--- src/rtl/blinking_led_ctrl_pkg.sv ---
// Shared types and constants for the LED controller: mode encoding, heartbeat pattern, sizing helper.
package blink_pkg;

    typedef enum logic [1:0] {
        MODE_OFF   = 2'b00,
        MODE_ON    = 2'b01,
        MODE_BLINK = 2'b10,
        MODE_HB    = 2'b11
    } mode_t;

    // Bit i is the LED level during heartbeat slot i.
    localparam logic [7:0] HB_PATTERN = 8'b0000_0101;

    function automatic int max_int(input int a, input int b);
        return (a > b) ? a : b;
    endfunction

    function automatic logic mode_init_led(input mode_t m);
        return (m == MODE_ON) || (m == MODE_HB);
    endfunction

endpackage

--- src/rtl/blinking_led_ctrl_if.sv ---
// Control/drive bundle between the board logic and the LED controller.
interface blinking_led_ctrl_if;
    import blink_pkg::*;

    logic  en;
    mode_t mode;
    logic  led;
    logic  tick;

    modport master (output en, output mode, input led, input tick);
    modport slave  (input en, input mode, output led, output tick);
endinterface

--- src/rtl/blinking_led_ctrl_counter.sv ---
// Free-running 0..N-1 counter with synchronous clear; wrap flags the terminal count.
module terminal_counter #(
    parameter int N = 4,
    parameter int W = 2
) (
    input  logic         clk,
    input  logic         clr,
    input  logic         inc,
    output logic [W-1:0] cnt,
    output logic         wrap
);

    assign wrap = (cnt == W'(N - 1));

    always_ff @(posedge clk) begin
        if (clr) begin
            cnt <= '0;
        end else if (inc) begin
            cnt <= wrap ? '0 : cnt + W'(1);
        end
    end

endmodule

--- src/rtl/blinking_led_ctrl.sv ---
// LED driver: OFF / ON / BLINK / HEARTBEAT from a divided clock, registered led and wrap tick.
module blinking_led_ctrl
    import blink_pkg::*;
#(
    parameter int HALF_PERIOD_CYCLES = 50_000_000,
    parameter int HB_SLOT_CYCLES     = 12_500_000
) (
    input  logic                clk,
    input  logic                rst_n,
    blinking_led_ctrl_if.slave  bus
);

    localparam int CNT_W = $clog2(max_int(HALF_PERIOD_CYCLES, HB_SLOT_CYCLES));

    mode_t      mode_q;
    logic [2:0] slot;
    logic [2:0] next_slot;
    logic       led_q;
    logic       tick_q;
    logic       mode_chg;
    logic       blink_clr;
    logic       hb_clr;
    logic       blink_wrap;
    logic       hb_wrap;

    assign mode_chg  = (bus.mode != mode_q);
    assign next_slot = slot + 3'd1;
    assign blink_clr = !rst_n || !bus.en || mode_chg || (bus.mode != MODE_BLINK);
    assign hb_clr    = !rst_n || !bus.en || mode_chg || (bus.mode != MODE_HB);

    terminal_counter #(
        .N (HALF_PERIOD_CYCLES),
        .W (CNT_W)
    ) u_blink_cnt (
        .clk  (clk),
        .clr  (blink_clr),
        .inc  (1'b1),
        .cnt  (),
        .wrap (blink_wrap)
    );

    terminal_counter #(
        .N (HB_SLOT_CYCLES),
        .W (CNT_W)
    ) u_hb_cnt (
        .clk  (clk),
        .clr  (hb_clr),
        .inc  (1'b1),
        .cnt  (),
        .wrap (hb_wrap)
    );

    // Reset and en=0 park mode_q at BLINK: that idle state (led=0, cnt=0) is
    // exactly BLINK's start state, so BLINK counts from the first live edge
    // while every other mode is seen as a change and loads its initial level.
    always_ff @(posedge clk) begin
        if (!rst_n) begin
            mode_q <= MODE_BLINK;
            slot   <= '0;
            led_q  <= 1'b0;
            tick_q <= 1'b0;
        end else if (!bus.en) begin
            mode_q <= MODE_BLINK;
            slot   <= '0;
            led_q  <= 1'b0;
            tick_q <= 1'b0;
        end else if (mode_chg) begin
            mode_q <= bus.mode;
            slot   <= '0;
            led_q  <= mode_init_led(bus.mode);
            tick_q <= 1'b0;
        end else begin
            tick_q <= 1'b0;
            unique case (bus.mode)
                MODE_OFF: led_q <= 1'b0;
                MODE_ON:  led_q <= 1'b1;
                MODE_BLINK: begin
                    if (blink_wrap) begin
                        led_q  <= ~led_q;
                        tick_q <= 1'b1;
                    end
                end
                MODE_HB: begin
                    if (hb_wrap) begin
                        slot   <= next_slot;
                        led_q  <= HB_PATTERN[next_slot];
                        tick_q <= 1'b1;
                    end
                end
                default: led_q <= 1'b0;
            endcase
        end
    end

    assign bus.led  = led_q;
    assign bus.tick = tick_q;

endmodule

--- src/flat_wrapper.sv ---
// flat-port wrapper written by rule: the top's interface ports become plain ports
module blinking_led_ctrl_flat import blink_pkg::*;
#(
    parameter int HALF_PERIOD_CYCLES = 50_000_000,
    parameter int HB_SLOT_CYCLES     = 12_500_000
)
  (clk, rst_n, bus_en, bus_mode, bus_led, bus_tick);
  blinking_led_ctrl_if bus_i ();
  input  logic clk;
  input  logic rst_n;
  input wire logic [$bits(bus_i.en)-1:0] bus_en;
  input wire logic [$bits(bus_i.mode)-1:0] bus_mode;
  output wire logic [$bits(bus_i.led)-1:0] bus_led;
  output wire logic [$bits(bus_i.tick)-1:0] bus_tick;
  assign bus_i.en = bus_en;
  assign bus_i.mode = bus_mode;
  assign bus_led = bus_i.led;
  assign bus_tick = bus_i.tick;
  blinking_led_ctrl #(.HALF_PERIOD_CYCLES(HALF_PERIOD_CYCLES), .HB_SLOT_CYCLES(HB_SLOT_CYCLES)) u_core (.clk(clk), .rst_n(rst_n), .bus(bus_i));
endmodule
--- config.mk ---
export PLATFORM = sky130hd
export DESIGN_NAME = blinking_led_ctrl_flat
export DESIGN_NICKNAME = d
export VERILOG_FILES = /design/src/rtl/blinking_led_ctrl_pkg.sv /design/src/rtl/blinking_led_ctrl_if.sv /design/src/rtl/blinking_led_ctrl_counter.sv /design/src/rtl/blinking_led_ctrl.sv /design/src/flat_wrapper.sv
export SDC_FILE = /design/constraint.sdc
export NUM_CORES = 1
export LEC_CHECK = 0
export BUFFER_PORTS_ARGS = -buffer_cell sky130_fd_sc_hd__buf_4
export CAP_MARGIN = 20
export CORE_MARGIN = 5
export CORE_UTILIZATION = 40
export DETAILED_ROUTE_END_ITERATION = 6
export GPL_ROUTABILITY_DRIVEN = 0
export HOLD_SLACK_MARGIN = 0.05
export PLACE_DENSITY = 0.61
export SLEW_MARGIN = 0
export SYNTH_ARGS = -nofsm -noshare
export SYNTH_HDL_FRONTEND = slang
export SYNTH_HIERARCHICAL = 1
export SYNTH_SLANG_ARGS = --single-unit
--- constraint.sdc ---
create_clock -name clk -period 2.3 [get_ports clk]
set_input_delay 0.115 -clock clk [delete_from_list [all_inputs] [get_ports clk]]
set_output_delay 0.115 -clock clk [all_outputs]
set_load 0.02 [all_outputs]
==> flow_metrics.env <==
export IMPL_fin_crit_sh_pct=92.4
export IMPL_synth_main_ff_cell="dfxtp_1"
export IMPL_ys_ff_latch=59
export IMPL_setup_viol=0
export IMPL_fill_cells=793
export IMPL_first_global_vias=2583
export IMPL_area_growth_pct=12.0
export IMPL_numClockSinks=59
export IMPL_ys_warn_count=6
export IMPL_crit_required_ns=2.57
export IMPL_die_h_um=97.8
export IMPL_ys_seq_area_share_pct=38.3
export IMPL_p_leak_nw=1.10
export IMPL_arrival_ns=2.40
export IMPL_cp_cell_sequence="ha_1 -> nand4_2 -> or4_4 -> or4_4 -> a21oi_2"
export IMPL_min_period_ns=2.13
export IMPL_r2r_slack_ns=0.17
export IMPL_drive_gt1_share_pct=13.6
export IMPL_grt_usage_pct=14.5
export IMPL_postCtsSetupRepairBufs=0
export IMPL_dr_total_vias=2638
export IMPL_hp_start="bus_mode[0]"
export IMPL_syn_area_um2=3080
export IMPL_grt_max_degree=21
export IMPL_dr_pass1_iters=4
export IMPL_tns_ns=0
export IMPL_grt_pass1_wl_mm=11.6
export IMPL_dpl_hpwl_mm=4.50
export IMPL_cts_resized_gates=0
export IMPL_synth_cells=361
export IMPL_cp_num_buf_inv=0
export IMPL_path_class="register to register"
export IMPL_place_area_um2=3230
export IMPL_synth_edff_count=0
export IMPL_drtAntennaViolNets=0
export IMPL_io_pins=7
export IMPL_ys_async_sr_fraction_pct=0
export IMPL_die_w_um=97.8
export IMPL_num_rows=32
export IMPL_endpoint_kind="register"
export IMPL_drc_errors=0
export IMPL_cts_root_buf="clkbuf_8"
export IMPL_synth_distinct_cells=49
export IMPL_postCtsHoldBufs=3
export IMPL_cts_tree="yes"
export IMPL_reg2regPathDepth=5
export IMPL_crit_top_cell="or4_4"
export IMPL_start_kind="register"
export IMPL_dr_first_iter_drc_count=122
export IMPL_routed_wl_mm=6.46
export IMPL_clk_path_buf_depth=2
export IMPL_syn_area_per_cell_um2=8.53
export IMPL_wire_per_inst_um=13.4
export IMPL_hold_class="input port to register"
export IMPL_slowest_delay_ns=0.56
export IMPL_status="completed"
export IMPL_r2r_start="u_core/u_hb_cnt/cnt[0]"
export IMPL_initial_core_util_pct=40.5
export IMPL_portBuffers=6
export IMPL_critPathSlowestCell="or4_4"
export IMPL_r2r_end="u_core/u_hb_cnt/cnt[24]"
export IMPL_fmax_mhz=470
export IMPL_cp_top_family="simple AND/OR/NAND/NOR gates"
export IMPL_coreArea_um2=7610
export IMPL_drv_slew=0
export IMPL_hold_end="u_core/bus.tick"
export IMPL_ir_drop_uv=291
export IMPL_clkTransAtPathRegs_ns=0.07
export IMPL_rsz0062_at_grt="false"
export IMPL_fin_nets=385
export IMPL_clock_latency_ns=0.34
export IMPL_clock_skew_ns=0.00854
export IMPL_antenna_found_initial=0
export IMPL_stdcell_area_um2=3450
export IMPL_diodes=0
export IMPL_die_area_um2=9560
export IMPL_finalHoldViolations=0
export IMPL_drv_cap=0
export IMPL_vias_per_cell=5.46
export IMPL_p_per_area_nw_per_um2=578
export IMPL_overflow=0
export IMPL_cp_max_fo=6
export IMPL_cts_buffers=9
export IMPL_whs_path_depth=3
export IMPL_htreeDepth=3
## synth_stat cells, types with 2 or more instances
cell type	n	area, um^2
or3_2	2	15.0
nor4b_2	2	30.0
xor2_1	11	96.3
dfxtp_1	59	1180
or3_1	21	131
nand3_1	24	120
and4_1	9	78.8
a31oi_1	5	31.3
xnor2_1	8	70.1
and3_2	3	22.5
mux2i_1	2	20.0
and2_1	4	25.0
buf_6	3	33.8
o211ai_1	6	45.0
buf_4	4	30.0
nor2_1	25	93.8
a21oi_1	35	175
clkbuf_1	5	18.8
nor4_1	3	18.8
ha_1	4	50.1
inv_1	11	41.3
nand4_1	14	87.6
o31ai_1	12	90.1
and3_1	6	37.5
or4_1	10	75.1
nand4_2	5	62.6
o21ai_0	21	105
nand2_1	25	93.8
or4_4	2	22.5
## report_power, final
part           internal, mW  switching (mW)  leakage [nW]  total [mW]
Sequential             1.02         0.00328         0.476        1.03
Clock                 0.495           0.424        0.0950       0.919
Combinational        0.0198          0.0280         0.532      0.0478
## worst min-delay path, delay by kind of cell
kind | cells | cell delay [ns]
buffers and inverters | 1 | 0.15
multiplexers | 1 | 0.09
AND/OR/NAND/NOR | 1 | 0.07
## final cells by class
cell class | instances | area [um^2] | share of cell area, %
sequential | 59 | 1180 | 34.2
multi-input combinational | 278 | 1780 | 51.5
timing repair buffer | 16 | 128 | 3.70
tap | 102 | 128 | 3.70
inverter | 12 | 45.0 | 1.31
clock inverter | 7 | 68.8 | 1.99
clock buffer | 9 | 124 | 3.59
## routing by layer
layer	track usage, %	routed length (um)	up-vias
li1	-	-	1386
met5	0	0	-
met1	17.1	3040	1216
met4	6.39	138	0
met2	24.5	3100	23
met3	4.07	180	13
## cell families after synthesis
group,after synthesis,synth area share (%)
XOR/XNOR,19,5.40
flip-flops,59,38.3
AO/OA/AOI/OAI,85,16.5
multiplexers,2,0.650
buffers and inverters,25,4.31
other,1,0.122
AND/OR/NAND/NOR,166,33.1
adder cells (fa/ha/maj),4,1.62
## cell usage in the layout (no fill, tap or decap), types with 3 or more instances in the layout
master / count
nor4_1: 3
and3_2: 3
nand4_1: 14
or3_1: 21
o211ai_1: 6
and4_1: 9
ha_1: 4
and2_1: 4
a31oi_1: 5
clkbuf_8: 9
or4_1: 10
inv_1: 11
o21ai_0: 21
dfxtp_1: 59
xnor2_1: 8
o31ai_1: 11
dlygate4sd3_1: 3
nand4_2: 5
buf_4: 13
nand3_1: 24
and3_1: 6
nor2_1: 25
nand2_1: 25
xor2_1: 11
a21oi_1: 35
clkinv_2: 3
## state kept, by name (all words and copies together) (netlist names)
| signal | cells |
|---|---|
| u_core/bus.tick | 1 |
| u_core/u_hb_cnt/cnt | 26 |
| u_core/bus.led | 1 |
| u_core/u_blink_cnt/cnt | 26 |
| u_core/slot | 3 |
| u_core/mode_q | 2 |
## worst max-delay path by stage
stage                                    endpoint  slack (ns)  cells past startpoint                    from
after CTS                 u_core/u_hb_cnt/cnt[24]        0.18                      5  u_core/u_hb_cnt/cnt[0]
after global placement    u_core/u_hb_cnt/cnt[24]        0.25                      5  u_core/u_hb_cnt/cnt[0]
after detailed placement  u_core/u_hb_cnt/cnt[24]        0.19                      5  u_core/u_hb_cnt/cnt[0]
after floorplan           u_core/u_hb_cnt/cnt[24]        0.32                      5  u_core/u_hb_cnt/cnt[0]
after global routing               u_core/bus.led        0.01                      8  u_core/u_hb_cnt/cnt[0]
final                     u_core/u_hb_cnt/cnt[24]        0.17                      5  u_core/u_hb_cnt/cnt[0]
## metrics by stage
stage / utilization (%) / std cells / setup slack, ns / power, mW / hold WS, ns
finish: 45.3 / 483 / 0.174 / 1.99 / 0.126
CTS: 45.3 / 483 / 0.176 / 2.03 / 0.113
floorplan: - / 362 / 0.323 / 1.08 / 0.199
global placement: 42.4 / 464 / 0.251 / 1.09 / 0.334
detailed placement: 42.4 / 464 / 0.189 / 1.09 / 0.342
global route: 45.3 / 483 / 0.0119 / 2.08 / 0.120
No activity file was read; power rests on OpenSTA's default activity.
